<file path="config.mk">
export PLATFORM = sky130hd
export DESIGN_NAME = shift_counter_gen
export DESIGN_NICKNAME = d
export VERILOG_FILES = /design/src/rtl/shift_counter_pkg.sv /design/src/rtl/shift_counter_decode.sv /design/src/rtl/shift_counter_gen.sv
export SDC_FILE = /design/constraint.sdc
export NUM_CORES = 1
export LEC_CHECK = 0
export ABC_AREA = 1
export BUFFER_PORTS_ARGS = -buffer_cell sky130_fd_sc_hd__buf_2
export CAP_MARGIN = 10
export CORE_MARGIN = 4
export CORE_UTILIZATION = 31
export DETAILED_ROUTE_END_ITERATION = 8
export HOLD_SLACK_MARGIN = 0.15
export PLACE_DENSITY_LB_ADDON = 0.1
export RECOVER_POWER = 100
export SYNTH_ARGS = -nofsm -noshare
export SYNTH_HDL_FRONTEND = slang
export SYNTH_SLANG_ARGS = --single-unit
</file>
<file path="constraint.sdc">
create_clock -name clk -period 2.3 [get_ports clk]
set_input_delay 0.115 -clock clk [delete_from_list [all_inputs] [get_ports clk]]
set_output_delay 0.115 -clock clk [all_outputs]
set_load 0.1 [all_outputs]
</file>
<file path="src/rtl/shift_counter_pkg.sv">
`default_nettype none
// ============================================================================
// Module   : shift_counter_pkg
// Brief    : Shared mode constants and sizing/reset helpers for shift_counter_gen.
// Revision : 1.0 - initial release
// ============================================================================
package shift_counter_pkg;

    localparam int MODE_JOHNSON = 0;
    localparam int MODE_RING    = 1;

    function automatic int idx_width(input int width);
        return $clog2(2 * width);
    endfunction

    // Johnson starts from all zeros; ring starts with the token in bit 0.
    function automatic logic [31:0] reset_value(input int width, input int mode);
        logic [31:0] v;
        v = (mode == MODE_RING) ? 32'd1 : 32'd0;
        if (width < 1) v = '0;
        return v;
    endfunction

endpackage
`default_nettype wire

</file>
<file path="src/rtl/shift_counter_decode.sv">
`default_nettype none
// ============================================================================
// Module   : shift_counter_decode
// Brief    : Combinational decode of a ring/Johnson state to index + legality.
// Revision : 1.0 - initial release
// ============================================================================
module shift_counter_decode
    import shift_counter_pkg::*;
#(
    parameter  int WIDTH = 4,
    parameter  int MODE  = MODE_JOHNSON,
    localparam int IDX_W = idx_width(WIDTH)
) (
    input  logic [WIDTH-1:0] count,
    output logic [IDX_W-1:0] idx,
    output logic             illegal
);

    generate
        if (MODE == MODE_RING) begin : g_ring
            logic [IDX_W-1:0] w_ones;
            logic [IDX_W-1:0] w_pos;

            always_comb begin
                w_ones = '0;
                w_pos  = '0;
                for (int i = 0; i < WIDTH; i++) begin
                    if (count[i]) begin
                        w_ones = w_ones + 1'b1;
                        w_pos  = IDX_W'(i);
                    end
                end
            end

            assign illegal = (w_ones != IDX_W'(1));
            assign idx     = illegal ? '0 : w_pos;
        end else begin : g_johnson
            // 2*WIDTH may alias to 0 in IDX_W bits; modular subtraction still gives the index.
            localparam logic [IDX_W-1:0] c_TWO_W = IDX_W'(2 * WIDTH);
            logic [IDX_W-1:0] w_ones;
            logic [IDX_W-1:0] w_edges;

            always_comb begin
                w_ones  = '0;
                w_edges = '0;
                for (int i = 0; i < WIDTH; i++) begin
                    if (count[i]) w_ones = w_ones + 1'b1;
                end
                for (int i = 0; i < WIDTH - 1; i++) begin
                    if (count[i] != count[i+1]) w_edges = w_edges + 1'b1;
                end
            end

            assign illegal = (w_edges > IDX_W'(1));
            assign idx     = illegal            ? '0 :
                             count[WIDTH-1]     ? (c_TWO_W - w_ones) : w_ones;
        end
    endgenerate

endmodule
`default_nettype wire

</file>
<file path="src/rtl/shift_counter_gen.sv">
`default_nettype none
// ============================================================================
// Module   : shift_counter_gen
// Brief    : Parametrised Johnson/ring shift counter with load, direction,
//            index decode, wrap pulse and illegal-state flag.
//            Optional: SHIFT_COUNTER_AUTOCORRECT_EN resets on stepping an
//            illegal state.
// Revision : 1.0 - initial release
// ============================================================================
module shift_counter_gen
    import shift_counter_pkg::*;
#(
    parameter  int WIDTH = 4,
    parameter  int MODE  = MODE_JOHNSON,
    localparam int IDX_W = idx_width(WIDTH)
) (
    input  logic             clk,
    input  logic             clr,
    input  logic             en,
    input  logic             dir,
    input  logic             load,
    input  logic [WIDTH-1:0] load_val,
    output logic [WIDTH-1:0] count,
    output logic [IDX_W-1:0] idx,
    output logic             wrap,
    output logic             illegal
);

    localparam logic [WIDTH-1:0] c_RESET = WIDTH'(reset_value(WIDTH, MODE));
    localparam logic [IDX_W-1:0] c_LAST  =
        IDX_W'((MODE == MODE_RING) ? (WIDTH - 1) : (2 * WIDTH - 1));

    logic [WIDTH-1:0] r_count;
    logic             r_wrap;
    logic [WIDTH-1:0] w_step;
    logic [IDX_W-1:0] w_idx;
    logic             w_illegal;
    logic             w_wrap_hit;

    generate
        if (MODE == MODE_RING) begin : g_ring_step
            assign w_step = dir ? {r_count[0], r_count[WIDTH-1:1]}
                                : {r_count[WIDTH-2:0], r_count[WIDTH-1]};
        end else begin : g_johnson_step
            assign w_step = dir ? {~r_count[0], r_count[WIDTH-1:1]}
                                : {r_count[WIDTH-2:0], ~r_count[WIDTH-1]};
        end
    endgenerate

    shift_counter_decode #(
        .WIDTH (WIDTH),
        .MODE  (MODE)
    ) u_decode (
        .count   (r_count),
        .idx     (w_idx),
        .illegal (w_illegal)
    );

    // A legal state at the sequence end always steps across the wrap point.
    assign w_wrap_hit = ~w_illegal & (dir ? (w_idx == '0) : (w_idx == c_LAST));

    always_ff @(posedge clk) begin
        if (clr) begin
            r_count <= c_RESET;
            r_wrap  <= 1'b0;
        end else if (load) begin
            r_count <= load_val;
            r_wrap  <= 1'b0;
        end else if (en) begin
`ifdef SHIFT_COUNTER_AUTOCORRECT_EN
            if (w_illegal) begin
                r_count <= c_RESET;
                r_wrap  <= 1'b0;
            end else begin
                r_count <= w_step;
                r_wrap  <= w_wrap_hit;
            end
`else
            r_count <= w_step;
            r_wrap  <= w_wrap_hit;
`endif
        end else begin
            r_wrap <= 1'b0;
        end
    end

    assign count   = r_count;
    assign idx     = w_idx;
    assign wrap    = r_wrap;
    assign illegal = w_illegal;

endmodule
`default_nettype wire

</file>
### After elaboration in Yosys (flattened, before gate mapping)

Index checks and enable logic that the tools add are counted.

| word-level totals | value |
|---|---|
| flip-flop bits (word level) | 5 |
| output and inout port bits | 9 |

| cells by class | value |
|---|---|
| add/sub/neg operators | 6 |
| order comparisons | 1 |
| eq/ne operators | 4 |
| mux-type cells | 13 |
| bitwise logic cells | 5 |
| reduce and logical (&&, ||, !) cells | 3 |

Operators by type and width:

| kind | number |
|---|---|
| 3-bit two-way mux | 7 |
| 4-bit two-way mux | 3 |
| 3-bit by 1-bit adder with 3-bit output, second input constant | 3 |
| 1-bit by 1-bit adder with 2-bit output, second input constant | 2 |
| 1-bit NOT | 4 |
| 3-bit equality test, second input constant | 1 |
| 3-bit by 1-bit > comparator with 1-bit output, second input constant | 1 |
| 3-bit logical NOT | 1 |
| 1-bit two-way mux | 3 |
| 1-bit != test | 3 |
| 3-bit OR reduction | 1 |
| 1-bit by 3-bit subtractor with 3-bit output, first input constant | 1 |
| 2-bit nonzero test | 1 |
| 1-bit AND | 1 |

### Logic depth before layout (Yosys ltp)

Gate-level depths: netlist (run 1).

| depth | value |
|---|---|
| depth in word-level cells | 13 |
| depth in mapped cells | 18 |

### Modules after synthesis

A second synthesis (run 1) with hierarchy kept.

| unflattened totals | value |
|---|---|
| cells, all modules | 102 |
| area total of the unflattened synthesis | 605.6 µm² |

Modules (own cells, without submodules):

| module | times used | cells each | area each (µm²) | seq. area each (µm²) |
|---|---|---|---|---|
| shift_counter_decode | 1 | 51 | 309.0 | 0.0 |
| shift_counter_gen | 1 | 51 | 296.5 | 100.1 |

### Least setup slack after synthesis (run 1)

Ideal clock, no wire load.

| timing | value |
|---|---|
| path type | register -> register |
| from | register r_count[1] (netlist: count[1]) |
| to | register r_wrap (netlist: wrap) |
| library setup time | 64 ps |
| arrival time | 3291 ps |
| slack | -1055 ps |
| cell stages (with the launch flop) | 17 |
| buffers on the path | 0 |
| cells stage by stage | dfxtp_1 inv_1 ha_1 inv_1 nand2_1 nand2_2 ha_1 o21ai_1 ha_1 inv_1 nand2_1 nand3_1 nand2_1 nand3_2 inv_2 a21oi_1 nor2_1 |

| on the way | value |
|---|---|
| word-level cells in the longest chain between the ends | 11 |
| elaborated cells on any way between the ends | 21 |
| classes of those cells | add/sub: 5; order compare: 1; eq/ne: 3; mux: 9; bitwise: 2; reduce/logical: 1 |

RTL lines:

| element | line | source |
|---|---|---|
| start: declaration | shift_counter_gen.sv:33 | `logic [WIDTH-1:0] r_count;` |
| start signal: assignment | shift_counter_gen.sv:64 | `r_count <= c_RESET;` |
| start signal: assignment | shift_counter_gen.sv:67 | `r_count <= load_val;` |
| start signal: assignment | shift_counter_gen.sv:79 | `r_count <= w_step;` |
| 3-bit two-way mux or 1-bit != test (tied branches) | shift_counter_decode.sv:47, shift_counter_decode.sv:50 |  |
| 3-bit by 1-bit adder with 3-bit output or 1-bit two-way mux (tied branches) | shift_counter_decode.sv:47, shift_counter_decode.sv:50 |  |
| 3-bit two-way mux or 1-bit by 1-bit adder with 2-bit output (tied branches) | shift_counter_decode.sv:47, shift_counter_decode.sv:50 |  |
| 3-bit by 1-bit adder with 3-bit output or 3-bit two-way mux (tied branches) | shift_counter_decode.sv:47, shift_counter_decode.sv:50 |  |
| 3-bit two-way mux or 3-bit by 1-bit adder with 3-bit output (tied branches) | shift_counter_decode.sv:47, shift_counter_decode.sv:50 |  |
| 1-bit by 3-bit subtractor with 3-bit output or 3-bit two-way mux (tied branches) | shift_counter_decode.sv:56, shift_counter_decode.sv:50 |  |
| 3-bit two-way mux or 3-bit by 1-bit > comparator with 1-bit output (tied branches) | shift_counter_decode.sv:56, shift_counter_decode.sv:54 |  |
| 3-bit two-way mux * | shift_counter_decode.sv:55 | `assign idx = illegal ? '0 :` |
| via idx[2] | shift_counter_gen.sv:24 | `output logic [IDX_W-1:0] idx,` |
| 3-bit equality test or 3-bit logical NOT (tied branches) | shift_counter_gen.sv:60 | `assign w_wrap_hit = ~w_illegal & (dir ? (w_idx == '0) : (w_idx == c_LAST));` |
| 1-bit two-way mux * | shift_counter_gen.sv:60 |  |
| 1-bit AND * | shift_counter_gen.sv:60 |  |
| end signal: assignment | shift_counter_gen.sv:80 | `r_wrap <= w_wrap_hit;` |
| end: declaration | shift_counter_gen.sv:34 | `logic r_wrap;` |

The timed path passes the listed nets; every way through them passes the cells marked *.
A chain may end at the register's enable or synchronous reset.

### Worst setup path in the final report (run 1)

| timing | value |
|---|---|
| from | register r_count[0] (netlist: count[0]) |
| to | output idx[1] |

| on the way | value |
|---|---|
| word-level cells in the longest chain between the ends | 10 |
| elaborated cells on any way between the ends | 17 |
| classes of those cells | add/sub: 6; order compare: 1; eq/ne: 1; mux: 9 |

RTL lines:

| element | line | source |
|---|---|---|
| 1-bit two-way mux | shift_counter_decode.sv:47 | `if (count[i]) w_ones = w_ones + 1'b1;` |
| 1-bit by 1-bit adder with 2-bit output | shift_counter_decode.sv:47 |  |
| 3-bit two-way mux | shift_counter_decode.sv:47 |  |
| 3-bit by 1-bit adder with 3-bit output | shift_counter_decode.sv:47 |  |
| 3-bit two-way mux | shift_counter_decode.sv:47 |  |
| 3-bit by 1-bit adder with 3-bit output | shift_counter_decode.sv:47 |  |
| 3-bit two-way mux | shift_counter_decode.sv:47 |  |
| 1-bit by 3-bit subtractor with 3-bit output | shift_counter_decode.sv:56 | `count[WIDTH-1] ? (c_TWO_W - w_ones) : w_ones;` |
| 3-bit two-way mux | shift_counter_decode.sv:56 |  |
| 3-bit two-way mux * | shift_counter_decode.sv:55 |  |
| end: declaration | shift_counter_gen.sv:24 |  |

Every way passes the cells marked *; elsewhere a longest branch is shown, timed or not.

==> results of run 1 <==
## per-layer routing
layer / share of wire [%] / up-vias / routed length [um] / global-route usage [%]
li1: - / 333 / - / -
met1: 45 / 302 / 658 / 16.4
met2: 49 / 26 / 707 / 20.7
met3: 6.3 / 0 / 91 / 4.91
met4: 0 / 0 / 0 / 5.07
met5: 0 / - / 0 / 0
## flip-flops by register name, summed over array words and instances (netlist names)
register,count
count,4
wrap,1
## kinds of logic after synthesis
family / synth area share (%)
fa+ha+maj: 9.88
simple gates: 39.3
compound gates: 17.8
buf+inv: 13.3
flops: 19.8
## worst min-delay path by stage
stage	end	slack [ps]	cells after the start
after floorplan	count[1]	170	1
after global placement	count[2]	340	2
after detailed placement	count[1]	350	2
after CTS	count[0]	170	3
after global routing	count[1]	170	3
final	count[0]	180	3
## through the flow
step                utilization [%]  hold WS, ps  std cells  cell area, sq um
detailed placement             45.5          345        116               693
finish                         58.0          177        133               883
global placement               45.5          344        116               693
CTS                            54.4          167        130               828
floorplan                         -          175         83               558
global route                   58.0          173        133               883
## tightest hold or removal path, stage by stage
cell and delay [ps]:
buf_2 80, a22oi_1 70, o22ai_1 110
## final cells by class
| type | count | area (sq um) |
|---|---|---|
| flip-flops and latches | 5 | 110 |
| clock buffers | 4 | 26.3 |
| well taps | 16 | 20.0 |
| fillers | 149 | 641 |
| repair buffers | 31 | 228 |
| inverters | 16 | 73.8 |
| multi-input cells | 61 | 425 |
## layout by cell type, fill, tap and decap left out, types with 3 or more instances in the layout
cell type / netlist / routed
buf_2: 0 / 15
buf_4: 1 / 11
clkbuf_4: 0 / 3
dlygate4sd3_1: 0 / 3
ha_4: 0 / 3
inv_1: 13 / 7
inv_2: 3 / 5
nand2_1: 23 / 21
nand2_2: 5 / 5
nand2_4: 1 / 3
nand3_2: 2 / 3
nor2_1: 6 / 5
## cells in the mapped netlist
| cell | count | area, sq um |
|---|---|---|
| o21ai_0 | 2 | 10.0 |
| o21ai_1 | 3 | 15.0 |
| nand3_1 | 3 | 15.0 |
| nor2_1 | 6 | 22.5 |
| a22oi_1 | 2 | 15.0 |
| nand2_2 | 5 | 31.3 |
| nand4_1 | 1 | 6.26 |
| inv_1 | 13 | 48.8 |
| ha_1 | 4 | 50.1 |
| dfxtp_1 | 5 | 100 |
| a21oi_1 | 2 | 10.0 |
| buf_4 | 1 | 7.51 |
| nand2_4 | 1 | 11.3 |
| nor2_2 | 1 | 6.26 |
| o22ai_1 | 2 | 12.5 |
| o211ai_1 | 2 | 15.0 |
| nand3_2 | 2 | 20.0 |
| a31oi_1 | 2 | 12.5 |
| nand2_1 | 23 | 86.3 |
| inv_2 | 3 | 11.3 |
## power breakdown
part / switching [W] / total, W / internal, W
Clock: 0.0000369 / 0.000103 / 0.0000657
Combinational: 0.000230 / 0.000347 / 0.000117
Sequential: 0.0000104 / 0.000103 / 0.0000927
## timing repair
item,4_1_cts,5_1_grt
setup buffers,7,3
hold endpoints to repair,4,0
pin swaps,9,10
resized for setup,6,10
cloned,0,0
endpoints found under the setup margin,2,2
hold buffers,3,0
==> results by group, run 1 <==
Detailed routing
  – WL/cell: 10.9 um
  – Via density per instance: 4.97
  – Detailed-route DRC error count: 0
  – Routed wire length: 1460 um
  – Routed vias: 661
  – Iter 0 DRT Violations: 8
  – Count of nets left with antenna violations after detail routing: 0
  – Number of optimization iterations in the first detailed-route pass: 4

Worst hold path
  – Path class of the lowest-slack min-delay path: in2reg
  – Startpoint of the lowest-slack hold path: load_val[0]

Worst setup path
  – Cells on worst reg2reg path: 15
  – CP Class: reg2out
  – Most common cell on crit path: ha_4
  – Arrival time at the worst endpoint: 2170 ps
  – Logic depth of the worst path, buffers included: 13
  – Series of cell instances along the critical path: inv_2 > ha_4 > inv_4 > nand2_4 > nand2_4 > ha_4 > o21ai_4 > ha_4 > nor2_4 > a21oi_2 > nand2_2 > clkinvlp_4 > buf_12
  – Startpoint type of the worst setup path: flop
  – Minimum setup slack among reg-to-reg paths: 190 ps
  – Required time worst endpoint: 2180 ps
  – Critical Path Slowest Stage Cell: dfxtp_4
  – Reg-to-Reg Start: count[0]
  – Critical path destination: idx[1]
  – Peak per-stage delay on the critical path: 360 ps
  – Source of the critical timing path: count[0]
  – Reg-to-Reg End: wrap
  – Cell family with most CP delay: adder cells
  – Sum of buffers and inverters on the critical path: 4
  – Top fanout value on the critical path: 3
  – Type of destination of the critical path: primary output

STA
  – Tcrit/Tclk final: 99.5%
  – Worst slew margin: 67.6%
  – Highest achievable clock rate: 437 MHz
  – Final critical path time including I/O delays and setup: 2290 ps
  – Final number of hold-violating endpoints: 0
  – Tightest Pin Transition: 489 ps
  – Number of setup violations in the final report: 0
  – Setup slack after layout: 11.7 ps
  – Final setup TNS: 0 ps
  – RSZ-0062 raised after global routing: true
  – Layout Skew: 6.77 ps
  – Count of final max-slew check failures: 0

Global route
  – Wire length of the first global-routing pass: 2470 um
  – Initial antenna violation count: 0
  – Number of global-route vias before repair: 588
  – Remaining Overflow, GRT: 0
  – Pin count of the biggest net entering global routing: 11
  – GRT Resource Usage Total: 13.3%

Placed design
  – RePlAce Congestion: 0.737
  – Buffers on Ports: 17
  – Final HPWL from detailed placement: 1010 um
  – Setup slack after placement: 157 ps

CTS
  – Cell at the root of the clock tree: clkbuf_4
  – Maximum buffer depth of the clock tree: 2
  – Worst-skew pair later-pin latency: 250 ps
  – Clock-pin slew of the registers on the worst-case setup and hold paths: 50 ps
  – Clk sinks: 5
  – Number of CTS-inserted buffers: 3
  – H-tree depth reported by CTS: 1
  – TritonCTS clock tree: done

Synth
  – Mean Syn Cell Area: 6.11 sq um
  – Syn Inst Count: 83
  – Portion of the post-synthesis area used by sequential elements: 19.8%
  – Post-synth net total: 96
  – Synth cell types: 20
  – Yosys warnings: 0
  – Seq cells post-synth: 5
  – Area of the mapped netlist: 507 sq um

Layout
  – Share of final-layout standard cells stronger than drive strength 1: 54.7%
  – N_diodes: 0
  – Post-synthesis to final-layout area growth: 74.3%
  – Total number of nets in the final design: 131

Floorplan
  – Row Count: 14
  – Number of I/O pins: 18
  – Die Area: 2350 sq um
  – Die span in y: 48.4 um
  – Initial core utilization: 33.3%
  – Chip width: 48.4 um
  – Core region area: 1520 sq um

Pwr
  – Worst IR drop on VDD: 0.294 mV
  – Overall power consumption: 0.000552 W
  – Static Leak: 0.428 nW
  – Power per Cell Area: 625 nW/um^2

Job
  – Number of maximum-capacitance constraint violations: 0

Outcome
  – Result of the run: completed
(Power assumes the default switching activity.)
==> run 2: changes to the inputs <==
--- a/config.mk
+++ b/config.mk
@@ -11,8 +11,7 @@
 export CORE_MARGIN = 4
 export CORE_UTILIZATION = 31
 export DETAILED_ROUTE_END_ITERATION = 8
-export HOLD_SLACK_MARGIN = 0.15
-export PLACE_DENSITY_LB_ADDON = 0.1
+export PLACE_DENSITY = 0.52
 export RECOVER_POWER = 100
 export SYNTH_ARGS = -nofsm -noshare
 export SYNTH_HDL_FRONTEND = slang
==> run 2 against run 1 <==
Compared with the run above: maximum frequency grew 0.46%; worst hold slack lost 98 ps; clock-buffer cell count is the same; clock power is essentially flat; clock skew shrank 2.7 ps; final cell count shrank 3.0%; utilization shrank 1.8 points; critical path depth grew 1; die area is the same; sequential power is essentially flat.
==> results by group, run 2 (same netlist as run 1, synthesis figures left out) <==
CTS
  – Maximum buffer depth of the clock tree: 2 (unchanged)
  – Clock-pin slew of the registers on the worst-case setup and hold paths: 40 ps (about the same)
  – Clk sinks: 5 (unchanged)
  – TritonCTS clock tree: done
  – Number of CTS-inserted buffers: 3 (unchanged)
  – H-tree depth reported by CTS: 1 (unchanged)
  – Cell at the root of the clock tree: clkbuf_4
  – Worst-skew pair later-pin latency: 240 ps (about the same)
  – CTS Hold Bufs: 0 (-3)

Detailed routing
  – Number of optimization iterations in the first detailed-route pass: 4 (unchanged)
  – Routed vias: 641 (-3.0%)
  – Count of nets left with antenna violations after detail routing: 0 (unchanged)
  – WL/cell: 11.0 um (+0.62%)
  – Via density per instance: 4.97 (about the same)
  – Detailed-route DRC error count: 0 (unchanged)
  – Routed wire length: 1420 um (-2.4%)
  – Iter 0 DRT Violations: 2 (-6)

Worst setup path
  – Most common cell on crit path: ha_4
  – Critical Path Slowest Stage Cell: dfxtp_4
  – Logic depth of the worst path, buffers included: 14 (+1)
  – Top fanout value on the critical path: 3 (unchanged)
  – Cells on worst reg2reg path: 16 (+1)
  – Startpoint type of the worst setup path: flop
  – Sum of buffers and inverters on the critical path: 5 (+1)
  – CP Class: reg2out
  – Cell family with most CP delay: adder cells
  – Type of destination of the critical path: primary output
  – Arrival time at the worst endpoint: 2160 ps (about the same)
  – Required time worst endpoint: 2180 ps (about the same)
  – Peak per-stage delay on the critical path: 360 ps (about the same)
  – Series of cell instances along the critical path: inv_4 > ha_4 > inv_4 > nand2_4 > nand2_4 > ha_4 > o21ai_4 > ha_4 > inv_2 > nand2_2 > nand4_1 > nand3_4 > clkinv_4 > buf_12

Layout
  – Fill cell instance count of the final layout: 151 (+1.3%)
  – Share of final-layout standard cells stronger than drive strength 1: 55.8% (+1.1 points)
  – N_diodes: 0 (unchanged)
  – Total number of nets in the final design: 127 (-3.1%)
  – Area of all placed cells without fillers: 856 sq um (-3.1%)
  – Leading cell types in the layout, fill and taps excluded: nand2_1, buf_2, buf_4
  – Post-synthesis to final-layout area growth: 68.9%
  – Largest register FFs: 4 (unchanged)
  – Most common library cell in the layout ignoring fill and taps: nand2_1
  – Count of placed standard cells in the final layout, fillers left out: 129 (-3.0%)

Floorplan
  – Number of I/O pins: 18 (unchanged)
  – Die span in y: 48.4 um (unchanged)
  – Initial core utilization: 33.3% (unchanged)
  – Core region area: 1520 sq um (unchanged)
  – Row Count: 14 (unchanged)
  – Die Area: 2350 sq um (unchanged)
  – Chip width: 48.4 um (unchanged)

STA
  – Final number of hold-violating endpoints: 0 (unchanged)
  – RSZ-0062 raised after global routing: true
  – Setup slack after layout: 22.1 ps (+10.5 ps)
  – Worst slew margin: 67.8% (+0.18 points)
  – Highest achievable clock rate: 439 MHz (+0.46%)
  – Tightest Pin Transition: 486 ps (-2.78 ps)
  – Layout Skew: 4.07 ps (-2.70 ps)
  – Tcrit/Tclk final: 99.0% (-0.46 points)
  – Number of setup violations in the final report: 0 (unchanged)
  – Final critical path time including I/O delays and setup: 2280 ps (-10.5 ps)
  – Count of final max-slew check failures: 0 (unchanged)

Global route
  – Number of global-route vias before repair: 622 (+5.8%)
  – Remaining Overflow, GRT: 0 (unchanged)
  – Initial antenna violation count: 0 (unchanged)
  – GRT Resource Usage Total: 13.3% (about the same)
  – Met3 routing resource usage after global routing: 1.23% (-3.7 points)
  – Busiest layer in global routing: met2
  – Wire length of the first global-routing pass: 2480 um (+0.57%)
  – Pin count of the biggest net entering global routing: 11 (unchanged)
  – Met1 usage: 13.8% (-2.6 points)
  – Met2 usage: 24.1% (+3.5 points)

Placed design
  – Buffers on Ports: 17 (unchanged)
  – Final HPWL from detailed placement: 1030 um (+1.7%)
  – RePlAce Congestion: 0.730 (-0.91%)
  – Number of cells after detailed placement: 116 (unchanged)
  – Setup slack after placement: 140 ps (-17.0 ps)
  – Placement-stage cell area: 693 sq um (unchanged)

Job
  – Number of maximum-capacitance constraint violations: 0 (unchanged)

Pwr
  – Static Leak: 0.412 nW (-3.6%)
  – Power per Cell Area: 635 nW/um^2 (+1.6%)
  – Worst IR drop on VDD: 0.404 mV (+38%)
  – Overall power consumption: 0.000544 W (-1.5%)

Worst hold path
  – Cells on Worst Hold Path: 2 (-1)
  – Path class of the lowest-slack min-delay path: in2reg

Outcome
  – Result of the run: completed
[run 2: cell count changes in the layout (fill, tap and decap cells not counted)]
cell / delta
nand3_4: +1
nand2_1: -1
nand2_2: +1
inv_2: -1
inv_1: +1
dlygate4sd3_1: -3
buf_4: -1
nand3_2: -1
[run 2: per-layer routing]
layer,wire length (um),share of wire [%]
met3,65,4.6
met5,0,0
met1,559,39
met4,42,3.0
met2,753,53
[run 2: final cells by class]
cell class	instances	area, sq um	share of cell area, %
Inverter	16	73.8	8.63
Multi-Input combinational cell	61	435	50.9
Sequential cell	5	110	12.9
Timing Repair Buffer	27	190	22.2
Clock buffer	4	26.3	3.07
Tap cell	16	20.0	2.34
[run 2: where the power goes]
part / switching (W) / total (W) / internal, W
clock network: 0.0000344 / 0.0000999 / 0.0000655
registers: 0.0000109 / 0.000104 / 0.0000929
logic: 0.000228 / 0.000340 / 0.000112
[run 2: through the flow]
step           utilization [%]  TNS (ps)  hold slack [ps]
2_1_floorplan                -      -220              175
3_3_place_gp              45.5         0              336
3_5_place_dp              45.5         0              335
4_1_cts                   53.4     -17.4             75.2
5_1_grt                   56.2      -184             97.4
6_report                  56.2         0             79.6
[run 2: path summary, 6_finish.rpt]
path	startpoint	end	slack (ps)
setup / recovery	count[1]	idx[2]	20
hold / removal	clr	count[1]	80
setup reg to reg	count[1]	wrap	110
hold reg to reg	count[2]	count[2]	580
[run 2: timing repair]
action                                  CTS  global route
buffers inserted                          8             1
endpoints found under the setup margin    2             3
resized for setup                         8             9
pin swaps                                 9             9
hold endpoints to repair                  0             0
==> run 3: changes to the inputs <==
==> constraint.sdc (replaced) <==
create_clock -name clk -period 2.4 [get_ports clk]
set_input_delay 0.12 -clock clk [delete_from_list [all_inputs] [get_ports clk]]
set_output_delay 0.12 -clock clk [all_outputs]
set_load 0.1 [all_outputs]
==> run 3 against run 2 <==
Compared with the run above: sequential cell count did not move; power fell by 9.0%; clock-buffer cell count did not move; register-to-register slack improved by 130 ps; clock skew rose by 1.1 ps; clock power fell by 3.2%; design area fell by 8.0%; sequential power fell by 5%; final cell count fell by 3.1%; setup slack improved by 69 ps; critical path type unchanged; largest cell class unchanged.
==> results by group, run 3 (same netlist as run 1, synthesis figures left out) <==
Placed design
  – Final HPWL from detailed placement: 1010 um (-2.2%)
  – Setup slack after placement: 231 ps (+91.1 ps)
  – Placement-stage cell area: 686 sq um (-1.1%)
  – RePlAce Congestion: 0.748 (+2.5%)
  – Buffers on Ports: 17 (unchanged)

Worst setup path
  – Required time worst endpoint: 2280 ps (+100 ps)
  – Most common cell on crit path: ha_4
  – Minimum setup slack among reg-to-reg paths: 240 ps (+130 ps)
  – Startpoint type of the worst setup path: flop
  – Peak per-stage delay on the critical path: 370 ps (about the same)
  – Reg-to-Reg Start: count[1]
  – Series of cell instances along the critical path: inv_4 > ha_4 > inv_4 > nand2_4 > nand2_4 > ha_4 > o21ai_4 > ha_4 > nor2_1 > a21oi_1 > nand2_2 > clkinvlp_4 > buf_12
  – Reg-to-Reg End: wrap
  – Cell family with most CP delay: adder cells
  – CP Class: reg2out
  – Sum of buffers and inverters on the critical path: 4 (-1)
  – Top fanout value on the critical path: 5 (+2)
  – Logic depth of the worst path, buffers included: 13 (-1)
  – Cells on worst reg2reg path: 16 (unchanged)
  – Arrival time at the worst endpoint: 2190 ps (+30 ps)
  – Type of destination of the critical path: primary output
  – Critical Path Slowest Stage Cell: dfxtp_4

STA
  – Setup slack after layout: 91.0 ps (+68.9 ps)
  – Count of final max-slew check failures: 0 (unchanged)
  – Final number of hold-violating endpoints: 0 (unchanged)
  – Highest achievable clock rate: 433 MHz
  – Number of setup violations in the final report: 0 (unchanged)
  – Final setup TNS: 0 ps (unchanged)
  – Worst slew margin: 22.8% (-45 points)
  – Layout Skew: 5.14 ps (+1.06 ps)
  – Tcrit/Tclk final: 96.2%
  – Tightest Pin Transition: 1160 ps (+677 ps)
  – Final critical path time including I/O delays and setup: 2310 ps

Worst hold path
  – Startpoint of the lowest-slack hold path: clr
  – Path class of the lowest-slack min-delay path: in2reg
  – Hold EP: count[2]
  – Cells on Worst Hold Path: 2 (unchanged)

CTS
  – Number of CTS-inserted buffers: 3 (unchanged)
  – Worst-skew pair later-pin latency: 240 ps (about the same)
  – Clk sinks: 5 (unchanged)
  – TritonCTS clock tree: done
  – Cell at the root of the clock tree: clkbuf_4
  – Maximum buffer depth of the clock tree: 2 (unchanged)
  – H-tree depth reported by CTS: 1 (unchanged)
  – Clock-pin slew of the registers on the worst-case setup and hold paths: 40 ps (about the same)

Layout
  – Largest register FFs: 4 (unchanged)
  – N_diodes: 0 (unchanged)
  – Multi-input combinational cell area: 407 sq um (-6.6%)
  – Most common library cell in the layout ignoring fill and taps: nand2_1
  – Area of all placed cells without fillers: 787 sq um (-8.0%)
  – Post-layout utilization of the core: 51.6% (-4.5 points)
  – Fill cell instance count of the final layout: 161 (+6.6%)
  – Leading cell types in the layout, fill and taps excluded: nand2_1, inv_1, buf_2
  – Total number of nets in the final design: 123 (-3.1%)
  – Post-synthesis to final-layout area growth: 55.3%
  – FF/Latch Area: 110 sq um (unchanged)
  – Share of final-layout standard cells stronger than drive strength 1: 43.1% (-13 points)

Global route
  – Initial antenna violation count: 0 (unchanged)
  – Pin count of the biggest net entering global routing: 11 (unchanged)
  – Wire length of the first global-routing pass: 2140 um (-14%)
  – GRT Resource Usage Total: 11.3% (-2.0 points)
  – Remaining Overflow, GRT: 0 (unchanged)
  – Number of global-route vias before repair: 546 (-12%)

Pwr
  – Overall power consumption: 0.000495 W (-9.0%)
  – Power per Cell Area: 629 nW/um^2 (-1.1%)
  – Worst IR drop on VDD: 0.376 mV (-6.9%)
  – Static Leak: 0.369 nW (-10%)

Detailed routing
  – Routed wire length: 1310 um (-8.0%)
  – Via density per instance: 4.75 (-4.4%)
  – WL/cell: 10.5 um (-5.1%)
  – Number of optimization iterations in the first detailed-route pass: 4 (unchanged)
  – Iter 0 DRT Violations: 1 (-1)
  – Detailed-route DRC error count: 0 (unchanged)
  – Count of nets left with antenna violations after detail routing: 0 (unchanged)
  – Routed vias: 594 (-7.3%)

Floorplan
  – Chip width: 48.4 um (unchanged)
  – Row Count: 14 (unchanged)
  – Die span in y: 48.4 um (unchanged)
  – Initial core utilization: 33.3% (unchanged)
  – Die Area: 2350 sq um (unchanged)
  – Core region area: 1520 sq um (unchanged)
  – Number of I/O pins: 18 (unchanged)

Outcome
  – Result of the run: completed

Job
  – Number of maximum-capacitance constraint violations: 0 (unchanged)
run 3: final cells by class:
type | count | area share [%]
Multi-Input combinational cell | 61 | 51.7
Timing Repair Buffer | 23 | 19.1
Sequential cell | 5 | 14.0
Inverter | 16 | 9.38
Clock buffer | 4 | 3.34
Tap cell | 16 | 2.54
run 3: report_power, final:
| part | internal [W] | switching [W] | leakage, nW | total, W |
|---|---|---|---|---|
| Sequential | 0.0000889 | 0.00000958 | 0.0431 | 0.0000985 |
| Combinational | 0.0000902 | 0.000209 | 0.311 | 0.000300 |
| Clock | 0.0000628 | 0.0000339 | 0.0150 | 0.0000967 |
| Total | 0.000242 | 0.000253 | 0.369 | 0.000495 |
run 3: worst max path at each step:
stage,start,end
floorplan,count[1],idx[1]
global placement,count[1],idx[1]
detailed placement,count[0],idx[2]
CTS,count[1],idx[2]
global route,count[1],idx[2]
finish,count[1],idx[1]
run 3: what timing repair did:
| item | CTS | global route |
|---|---|---|
| buffers inserted | 1 | 5 |
| resized for setup | 1 | 9 |
| pin swaps | 2 | 9 |
| setup endpoints to repair | 2 | 2 |
| hold buffers | 0 | 0 |
run 3: through the flow:
stage / hold slack (ps) / std cells
after floorplan: 180 / 83
after global placement: 351 / 115
after detailed placement: 342 / 115
after CTS: 97.1 / 120
after global routing: 102 / 125
final: 102 / 125
run 3: layer usage:
metal	wire length, um	vias to the layer above	GRT usage (%)
li1	-	320	-
met1	555	257	11.4
met2	660	13	20.4
met3	62	4	1.53
met4	29	0	8.29
met5	0	-	0
